[src/rtl/ls_port_arbiter_if.sv]
// Request, return and SRAM-side signals of the SPU local-store port arbiter.
// The arbiter takes the slave view; requesters and the SRAM macro take the master view.
interface ls_port_arbiter_if;
  logic         dma_valid;
  logic         dma_we;
  logic [14:0]  dma_addr;
  logic [127:0] dma_wdata;
  logic         dma_ready;
  logic         dma_rvalid;

  logic         lsu_valid;
  logic         lsu_we;
  logic [14:0]  lsu_addr;
  logic [127:0] lsu_wdata;
  logic         lsu_ready;
  logic         lsu_rvalid;

  logic         if_valid;
  logic [14:0]  if_addr;
  logic         if_flush;
  logic         if_ready;
  logic         if_rvalid;

  logic         mem_en;
  logic         mem_we;
  logic [14:0]  mem_addr;
  logic [127:0] mem_wdata;
  logic [127:0] mem_rdata;
  logic [127:0] rdata;

  modport master (
    output dma_valid, dma_we, dma_addr, dma_wdata,
    input  dma_ready, dma_rvalid,
    output lsu_valid, lsu_we, lsu_addr, lsu_wdata,
    input  lsu_ready, lsu_rvalid,
    output if_valid, if_addr, if_flush,
    input  if_ready, if_rvalid,
    input  mem_en, mem_we, mem_addr, mem_wdata,
    output mem_rdata,
    input  rdata
  );

  modport slave (
    input  dma_valid, dma_we, dma_addr, dma_wdata,
    output dma_ready, dma_rvalid,
    input  lsu_valid, lsu_we, lsu_addr, lsu_wdata,
    output lsu_ready, lsu_rvalid,
    input  if_valid, if_addr, if_flush,
    output if_ready, if_rvalid,
    output mem_en, mem_we, mem_addr, mem_wdata,
    input  mem_rdata,
    output rdata
  );
endinterface

[src/rtl/ls_port_arbiter.sv]
// Single-port local-store arbiter: one quadword access per cycle shared by DMA, LSU
// and ifetch, with a read-owner tag pipeline that routes SRAM return data back.
module ls_port_arbiter #(
  parameter int MEM_LAT      = 6,
  parameter int STARVE_LIMIT = 8
) (
  input  logic            clk,
  input  logic            reset,
  ls_port_arbiter_if.slave bus
);
  localparam int DATA_W = 128;
  localparam int ADDR_W = 15;
  localparam int CNT_W  = $clog2(STARVE_LIMIT + 1);
  localparam logic [CNT_W-1:0]  CNT_MAX = CNT_W'(STARVE_LIMIT);
  localparam logic [ADDR_W-1:0] QW_MASK = 15'h7FF0;

  localparam logic [1:0] OWN_DMA = 2'd0;
  localparam logic [1:0] OWN_LSU = 2'd1;
  localparam logic [1:0] OWN_IF  = 2'd2;

  logic [CNT_W-1:0]  starve_cnt;
  logic              promote;
  logic              if_ok;
  logic              dma_rdy;
  logic              lsu_rdy;
  logic              if_rdy;
  logic              accept;
  logic              acc_we;
  logic [1:0]        acc_own;
  logic [ADDR_W-1:0] acc_addr;
  logic [DATA_W-1:0] acc_wdata;

  logic              mem_en_p0;
  logic              mem_we_p0;
  logic [ADDR_W-1:0] mem_addr_p0;
  logic [DATA_W-1:0] mem_wdata_p0;

  logic [MEM_LAT:0]  tag_vld;
  logic [1:0]        tag_own [0:MEM_LAT];
  logic              ret_vld;

  assign promote = (starve_cnt == CNT_MAX);
  assign if_ok   = bus.if_valid & ~bus.if_flush;

  // A starved fetch jumps ahead of DMA and LSU for one grant.
  always_comb begin
    dma_rdy   = 1'b0;
    lsu_rdy   = 1'b0;
    if_rdy    = 1'b0;
    acc_own   = OWN_DMA;
    acc_we    = bus.dma_we;
    acc_addr  = bus.dma_addr;
    acc_wdata = bus.dma_wdata;
    if (!reset) begin
      if (promote && if_ok)  if_rdy  = 1'b1;
      else if (bus.dma_valid) dma_rdy = 1'b1;
      else if (bus.lsu_valid) lsu_rdy = 1'b1;
      else if (if_ok)         if_rdy  = 1'b1;
    end
    if (lsu_rdy) begin
      acc_own   = OWN_LSU;
      acc_we    = bus.lsu_we;
      acc_addr  = bus.lsu_addr;
      acc_wdata = bus.lsu_wdata;
    end else if (if_rdy) begin
      acc_own   = OWN_IF;
      acc_we    = 1'b0;
      acc_addr  = bus.if_addr;
      acc_wdata = '0;
    end
  end

  assign accept = dma_rdy | lsu_rdy | if_rdy;

  always_ff @(posedge clk) begin
    if (reset) begin
      starve_cnt <= '0;
    end else if (!bus.if_valid || bus.if_flush || if_rdy) begin
      starve_cnt <= '0;
    end else if (starve_cnt != CNT_MAX) begin
      starve_cnt <= starve_cnt + 1'b1;
    end
  end

  // ---- stage p0: registered SRAM command ----
  always_ff @(posedge clk) begin
    if (reset) begin
      mem_en_p0    <= 1'b0;
      mem_we_p0    <= 1'b0;
      mem_addr_p0  <= '0;
      mem_wdata_p0 <= '0;
    end else begin
      mem_en_p0    <= accept;
      mem_we_p0    <= accept & acc_we;
      mem_addr_p0  <= acc_addr & QW_MASK;
      mem_wdata_p0 <= acc_wdata;
    end
  end

  // ---- read-owner tags: slot k is the read issued k cycles ago; a flush kills IF slots ----
  always_ff @(posedge clk) begin
    if (reset) begin
      tag_vld <= '0;
    end else begin
      tag_vld[0] <= accept & ~acc_we;
      for (int k = 1; k <= MEM_LAT; k++) begin
        tag_vld[k] <= tag_vld[k-1] & ~(bus.if_flush & (tag_own[k-1] == OWN_IF));
      end
    end
  end

  always_ff @(posedge clk) begin
    tag_own[0] <= acc_own;
    for (int k = 1; k <= MEM_LAT; k++) begin
      tag_own[k] <= tag_own[k-1];
    end
  end

  assign ret_vld = tag_vld[MEM_LAT] & ~reset;

  assign bus.dma_ready  = dma_rdy;
  assign bus.lsu_ready  = lsu_rdy;
  assign bus.if_ready   = if_rdy;
  assign bus.dma_rvalid = ret_vld & (tag_own[MEM_LAT] == OWN_DMA);
  assign bus.lsu_rvalid = ret_vld & (tag_own[MEM_LAT] == OWN_LSU);
  assign bus.if_rvalid  = ret_vld & (tag_own[MEM_LAT] == OWN_IF) & ~bus.if_flush;
  assign bus.mem_en     = mem_en_p0;
  assign bus.mem_we     = mem_we_p0;
  assign bus.mem_addr   = mem_addr_p0;
  assign bus.mem_wdata  = mem_wdata_p0;
  assign bus.rdata      = bus.mem_rdata;
endmodule
[src/flat_wrapper.sv]
// flat-port wrapper written by rule: the top's interface ports become plain ports
module ls_port_arbiter_flat 
#(
  parameter int MEM_LAT      = 6,
  parameter int STARVE_LIMIT = 8
)
  (clk, reset, bus_dma_valid, bus_dma_we, bus_dma_addr, bus_dma_wdata, bus_dma_ready, bus_dma_rvalid, bus_lsu_valid, bus_lsu_we, bus_lsu_addr, bus_lsu_wdata, bus_lsu_ready, bus_lsu_rvalid, bus_if_valid, bus_if_addr, bus_if_flush, bus_if_ready, bus_if_rvalid, bus_mem_en, bus_mem_we, bus_mem_addr, bus_mem_wdata, bus_mem_rdata, bus_rdata);
  ls_port_arbiter_if bus_i ();
  input  logic clk;
  input  logic reset;
  input wire logic [$bits(bus_i.dma_valid)-1:0] bus_dma_valid;
  input wire logic [$bits(bus_i.dma_we)-1:0] bus_dma_we;
  input wire logic [$bits(bus_i.dma_addr)-1:0] bus_dma_addr;
  input wire logic [$bits(bus_i.dma_wdata)-1:0] bus_dma_wdata;
  output wire logic [$bits(bus_i.dma_ready)-1:0] bus_dma_ready;
  output wire logic [$bits(bus_i.dma_rvalid)-1:0] bus_dma_rvalid;
  input wire logic [$bits(bus_i.lsu_valid)-1:0] bus_lsu_valid;
  input wire logic [$bits(bus_i.lsu_we)-1:0] bus_lsu_we;
  input wire logic [$bits(bus_i.lsu_addr)-1:0] bus_lsu_addr;
  input wire logic [$bits(bus_i.lsu_wdata)-1:0] bus_lsu_wdata;
  output wire logic [$bits(bus_i.lsu_ready)-1:0] bus_lsu_ready;
  output wire logic [$bits(bus_i.lsu_rvalid)-1:0] bus_lsu_rvalid;
  input wire logic [$bits(bus_i.if_valid)-1:0] bus_if_valid;
  input wire logic [$bits(bus_i.if_addr)-1:0] bus_if_addr;
  input wire logic [$bits(bus_i.if_flush)-1:0] bus_if_flush;
  output wire logic [$bits(bus_i.if_ready)-1:0] bus_if_ready;
  output wire logic [$bits(bus_i.if_rvalid)-1:0] bus_if_rvalid;
  output wire logic [$bits(bus_i.mem_en)-1:0] bus_mem_en;
  output wire logic [$bits(bus_i.mem_we)-1:0] bus_mem_we;
  output wire logic [$bits(bus_i.mem_addr)-1:0] bus_mem_addr;
  output wire logic [$bits(bus_i.mem_wdata)-1:0] bus_mem_wdata;
  input wire logic [$bits(bus_i.mem_rdata)-1:0] bus_mem_rdata;
  output wire logic [$bits(bus_i.rdata)-1:0] bus_rdata;
  assign bus_i.dma_valid = bus_dma_valid;
  assign bus_i.dma_we = bus_dma_we;
  assign bus_i.dma_addr = bus_dma_addr;
  assign bus_i.dma_wdata = bus_dma_wdata;
  assign bus_dma_ready = bus_i.dma_ready;
  assign bus_dma_rvalid = bus_i.dma_rvalid;
  assign bus_i.lsu_valid = bus_lsu_valid;
  assign bus_i.lsu_we = bus_lsu_we;
  assign bus_i.lsu_addr = bus_lsu_addr;
  assign bus_i.lsu_wdata = bus_lsu_wdata;
  assign bus_lsu_ready = bus_i.lsu_ready;
  assign bus_lsu_rvalid = bus_i.lsu_rvalid;
  assign bus_i.if_valid = bus_if_valid;
  assign bus_i.if_addr = bus_if_addr;
  assign bus_i.if_flush = bus_if_flush;
  assign bus_if_ready = bus_i.if_ready;
  assign bus_if_rvalid = bus_i.if_rvalid;
  assign bus_mem_en = bus_i.mem_en;
  assign bus_mem_we = bus_i.mem_we;
  assign bus_mem_addr = bus_i.mem_addr;
  assign bus_mem_wdata = bus_i.mem_wdata;
  assign bus_i.mem_rdata = bus_mem_rdata;
  assign bus_rdata = bus_i.rdata;
  ls_port_arbiter #(.MEM_LAT(MEM_LAT), .STARVE_LIMIT(STARVE_LIMIT)) u_core (.clk(clk), .reset(reset), .bus(bus_i));
endmodule
[config.mk]
export PLATFORM = sky130hd
export DESIGN_NAME = ls_port_arbiter_flat
export DESIGN_NICKNAME = d
export VERILOG_FILES = /design/src/rtl/ls_port_arbiter_if.sv /design/src/rtl/ls_port_arbiter.sv /design/src/flat_wrapper.sv
export SDC_FILE = /design/constraint.sdc
export NUM_CORES = 1
export LEC_CHECK = 0
export ABC_CLOCK_PERIOD_IN_PS = 4400
export CORE_AREA = 2 2 282 284
export DETAILED_ROUTE_END_ITERATION = 16
export DIE_AREA = 0 0 284 286
export DONT_BUFFER_PORTS = 1
export PLACE_DENSITY = 0.3
export SETUP_SLACK_MARGIN = 0.5
export SYNTH_ARGS = -nofsm -noshare
export SYNTH_HDL_FRONTEND = slang
export SYNTH_SLANG_ARGS = --single-unit
[constraint.sdc]
create_clock -name clk -period 4.4 [get_ports clk]
set_clock_uncertainty 0.1 [all_clocks]
set_input_delay 0.22 -clock clk [delete_from_list [all_inputs] [get_ports clk]]
set_output_delay 0.22 -clock clk [all_outputs]
set_load 0.05 [all_outputs]
* Word-level counts from Yosys, hierarchy flattened
Memories as Yosys holds them, arrays and structs flattened.
Index checks and enable logic that the tools add are counted.
** Storage, ports and cells
- Memory bits (read-only) :: 0
- Register bits :: 156
- Bits in latches :: 0
- RAM bits :: 14
- Memories :: 1
- Output and inout bits :: 279
- Input port bits :: 437
- Word-level logic and storage cells :: 76
** Operators by class
- Order comparisons :: 0
- Div/mod/pow operators :: 0
- Add/subtract/negate cells :: 1
- Eq/ne operators :: 10
- Muxes and demuxes :: 20
- Reduce and logical (&&, ||, !) cells :: 6
- Shifts and indexed selects :: 0
- Multiply operators :: 0
- Bitwise gates (word level) :: 31
** Memory list
- u_core.tag_own :: depth 7, width 2, read ports 7, clocked after memory_dff 0, write ports 7, line ls_port_arbiter.sv:39 : logic [1:0] tag_own [0:MEM_LAT];
** Operators with widths (number)
- 2-to-1 mux 128 bit :: 2
- 2-to-1 mux 15 bit :: 2
- bitwise AND 1 bit :: 20
- == test 2 bit (second input constant) :: 7
- 2-to-1 mux 1 bit :: 14
- inverter 1 bit :: 9
- adder 4 x 1 -> 4 bit (second input constant) :: 1
- == test 4 bit (second input constant) :: 1
- 2-to-1 mux 2 bit :: 2
- inequality test 4 bit (second input constant) :: 1
- == test 2 x 1 -> 1 bit (second input constant) :: 1
- logical NOT 2 bit :: 1
- logical OR 1 bit :: 2
- bitwise OR 1 bit :: 2
- OR reduction 2 bit :: 1
- logical AND 1 bit :: 1
- logical NOT 1 bit :: 1

* Depth between registers and ports, before layout
- Depth in word-level cells :: 11
- Depth in mapped cells :: 8

* Worst setup path before layout
Ideal clock, no wire load.
- Kind :: input-to-output
- From :: input reset
- To :: output bus_if_rvalid
- Setup slack :: 1.786 ns
- Data arrival time :: 2.294 ns
- Stages :: 4
- Path through :: clkbuf_1 -> inv_1 -> nand2_1 -> nor4b_1
** On the way
- Word-level cells in the longest chain between the ends :: 4
** RTL lines
- start, declared :: line flat_wrapper.sv:10 : input logic reset;
- inverter 1 bit :: line ls_port_arbiter.sv:119 : assign ret_vld = tag_vld[MEM_LAT] & ~reset;
- bitwise AND 1 bit :: line ls_port_arbiter.sv:119
- bitwise AND 1 bit (2 in series) :: line ls_port_arbiter.sv:126 : assign bus.if_rvalid = ret_vld & (tag_own[MEM_LAT] == OWN_IF) & ~bus.if_flush;
- end, declared :: line flat_wrapper.sv:27 : output wire logic [$bits(bus_i.if_rvalid)-1:0] bus_if_rvalid;
No other way between the ends.

* Final worst setup path
- From :: register u_core.starve_cnt[0]
- To :: register u_core.mem_wdata_p0[47] (netlist: u_core.bus.mem_wdata[47])
** RTL lines
- start, declared :: line ls_port_arbiter.sv:21 : logic [CNT_W-1:0] starve_cnt;
- start signal, assigned :: line ls_port_arbiter.sv:81 : starve_cnt <= starve_cnt + 1'b1;
- == test 4 bit :: line ls_port_arbiter.sv:42 : assign promote = (starve_cnt == CNT_MAX);
- logical AND 1 bit :: line ls_port_arbiter.sv:55 : if (promote && if_ok) if_rdy = 1'b1;
- 2-to-1 mux 1 bit :: line ls_port_arbiter.sv:55
- 2-to-1 mux 1 bit :: line ls_port_arbiter.sv:54 : if (!reset) begin
- named net bus_lsu_ready :: line flat_wrapper.sv:21 : output wire logic [$bits(bus_i.lsu_ready)-1:0] bus_lsu_ready;
- 2-to-1 mux 128 bit :: line ls_port_arbiter.sv:60 : if (lsu_rdy) begin
- end signal, assigned :: line ls_port_arbiter.sv:96 : mem_wdata_p0 <= acc_wdata;
- end, declared :: line ls_port_arbiter.sv:36 : logic [DATA_W-1:0] mem_wdata_p0;
The timed path passes the listed nets, and every way through them passes these cells.
A chain may end at the register's enable or synchronous reset.

==> flow_summary.toml <==
[clocking]
cts.sinks = 166
clk_pin_slew_ns = 0.07
ctsHtreeMaxLevel = 4
cts_tree = "built"
ctsResizeCount = 0
cts-root-buf = "clkbuf_16"
cts_max_path_buffers = 2
worstSkewPairLatency_ns = 0.47
cts_buffers = 17

[detailed_routing]
wl_met2_um = 20000
drt_iter0_drc = 139
first_pass_iters = 6
wl_um = 38200
top_layer = "met4"
ant_nets = 0
vias = 4967
wl_per_cell_um = 21.6
met1Wirelength_um = 8670
drc = 0
viasPerCell = 2.80
wl_met3_um = 6310

[critical_path]
worstPathRequired_ns = 4.72
arrival_ns = 3.40
slowest_delay_ns = 0.57
worst_setup_path_start_kind = "flip-flop"
slowest_stage = "dlygate4sd3_1"
reg2reg_depth = 9
crit_fanout = 41
critPathCaptureType = "flip-flop"
worstPathCellList = "inv_1, ha_1, nand3b_2, o211ai_2, buf_4, inv_4, buf_4, a22o_1, dlygate4sd3_1"
critPathKind = "flip-flop to flip-flop"
critPathMostFrequentCell = "buf_4"

[finish]
layout_common_cells = "288 x dlygate4sd3_1, 166 x dfxtp_1, 128 x a22o_1"
mostFrequentLayoutCell = "dlygate4sd3_1"
finalNetCount = 1139
drive_gt1_share_pct = 6.87
syn2layout_area_growth_pct = 58.8

[timing]
finalMaxSlewViolations = 0
fmax_mhz = 325
finalHoldWorstSlack_ns = 0.0782
setup-violations-final = 0
rsz0062_at_grt = "no"
slew_headroom_pct = 32.3
hold_violations = 0
min_period_ns = 3.08
finalCritPeriodShare_pct = 70.0
fin_setup_tns_ns = 0
worst_pin_slew_ns = 1.01

[floorplan]
fp.dieW_um = 284
floorplan.rows = 103
pin_count = 716
coreArea_sq_mm = 0.0784
die_area_sq_mm = 0.0812
die_h_um = 286
start_util_pct = 7.96

[placed_design]
gp_congestion = 1.11
io_buffers = 0
dpl.hpwl_um = 30000

[synthesis]
syn_avg_cell_area_sq_um = 11.3
yosysWarnings = 0
synth.yosys.seq_area_share_pct = 53.3
synth.cell_area_sq_mm = 0.00624
ys_seq_elements = 166
synth_cell_types = 35
netlist_instances = 551

[power_and_ir_drop]
leakagePower_nw = 3.87
powerDensity_mw_per_mm2 = 399
vdd_ir_drop_max_mv = 0.269

[global_routing]
overflow = 0
grt_pass1_wl_um = 47600
track_usage_pct = 8.99
grt_pass1_vias = 5234
antenna_found_initial = 11
grt_max_degree = 130

[hold_path]
hp-class = "input port to flip-flop"
holdPathStages = 4

[run]
maxCapViolCount = 0

[outcome]
status = "finished, final reports clean"
-- area by class of cell --
cell class,instances,area [sq um]
multi-input combinational,214,1670
antenna,10,25.0
clock buffer,17,425
sequential,166,3320
fill,8828,68400
clock inverter,15,163
timing repair buffer,294,2960
inverter,7,28.8
tap,1050,1310
-- sequential cells by signal, indices dropped and copies added, names as in the netlist --
signal and count:
u_core.bus.mem_addr 11, u_core.bus.mem_wdata 128, u_core.tag_own 14, u_core.tag_vld 7, u_core.starve_cnt 4, u_core.bus.mem_en 1, u_core.bus.mem_we 1
-- Yosys cell counts --
| cell type | instances | area (sq um) |
|---|---|---|
| nor3_1 | 1 | 5.00 |
| buf_2 | 8 | 40.0 |
| nand3b_2 | 1 | 11.3 |
| inv_2 | 1 | 3.75 |
| buf_4 | 143 | 1070 |
| xor2_1 | 1 | 8.76 |
| a22o_1 | 128 | 1120 |
| dfxtp_1 | 166 | 3320 |
| nand2b_1 | 1 | 6.26 |
| nand3_1 | 2 | 10.0 |
| o211ai_2 | 1 | 12.5 |
| a32o_1 | 1 | 10.0 |
| nand3b_1 | 6 | 45.0 |
| a221o_1 | 1 | 10.0 |
| a211oi_1 | 4 | 30.0 |
| or2_2 | 1 | 6.26 |
| o21ai_0 | 1 | 5.00 |
| a221oi_2 | 1 | 15.0 |
| nand2b_4 | 1 | 13.8 |
| a21oi_1 | 14 | 70.1 |
| nor4b_1 | 1 | 8.76 |
| nor3_2 | 1 | 10.0 |
| buf_6 | 11 | 124 |
| and2_1 | 1 | 6.26 |
| conb_1 | 1 | 3.75 |
| nor2b_1 | 1 | 6.26 |
| nand2_1 | 4 | 15.0 |
| nor3b_1 | 1 | 7.51 |
| ha_1 | 2 | 25.0 |
| nor2_1 | 17 | 63.8 |
| o22ai_1 | 10 | 62.6 |
| inv_1 | 6 | 22.5 |
| a21o_1 | 1 | 7.51 |
| clkbuf_1 | 5 | 18.8 |
| and3_1 | 6 | 37.5 |
-- metrics by stage --
step / instances / power [mW] / instance area, sq um / util, % / setup slack, ns
after floorplan: 554 / 2.47 / 6250 / - / 1.79
after global placement: 1443 / 2.22 / 6410 / 8.18 / 1.85
after detailed placement: 1443 / 2.21 / 6410 / 8.18 / 1.86
after CTS: 1763 / 4.06 / 9880 / 12.6 / 1.31
after global routing: 1772 / 4.14 / 9910 / 12.6 / 1.15
final: 1773 / 3.96 / 9910 / 12.6 / 1.32
-- path summary, 6_finish.rpt --
check / from / endpoint / slack, ns
worst max-delay path: u_core.starve_cnt[0] / u_core.bus.mem_wdata[47] / 1.32
worst min-delay path: bus_if_valid / u_core.starve_cnt[1] / 0.08
worst max register to register: u_core.starve_cnt[0] / u_core.bus.mem_wdata[47] / 1.32
worst min register to register: u_core.tag_own[5][0] / u_core.tag_own[6][0] / 0.25
-- metal layers --
metal	track usage, %	up-vias
li1	-	2139
met1	5.28	2199
met2	16.7	555
met3	6.75	74
met4	8.13	0
met5	0	-
-- repair_timing --
action	4_1_cts	5_1_grt
endpoints found under the hold margin	153	0
hold buffers	288	0
buffers inserted	0	0
-- power breakdown --
| group | internal [mW] | total [mW] | switching [mW] |
|---|---|---|---|
| clock | 0.758 | 1.53 | 0.772 |
| sequential | 1.60 | 1.99 | 0.391 |
| combinational | 0.278 | 0.431 | 0.154 |
| total | 2.64 | 3.96 | 1.32 |
-- cells by family after synthesis --
logic type	synth area share, %
buf+inv	20.6
flops	53.3
compound gates	21.5
simple gates	4.05
fa+ha+maj	0.401
xor+xnor	0.140
other cells	0.0601
-- worst max-delay path, delay by kind of cell, from the launching register on --
kind | cells | cell delay [ns]
flops | 1 | 0.38
fa+ha+maj | 1 | 0.22
compound gates | 2 | 0.37
simple gates | 1 | 0.21
buf+inv | 5 | 1.70
No activity file was read; power rests on OpenSTA's default activity.
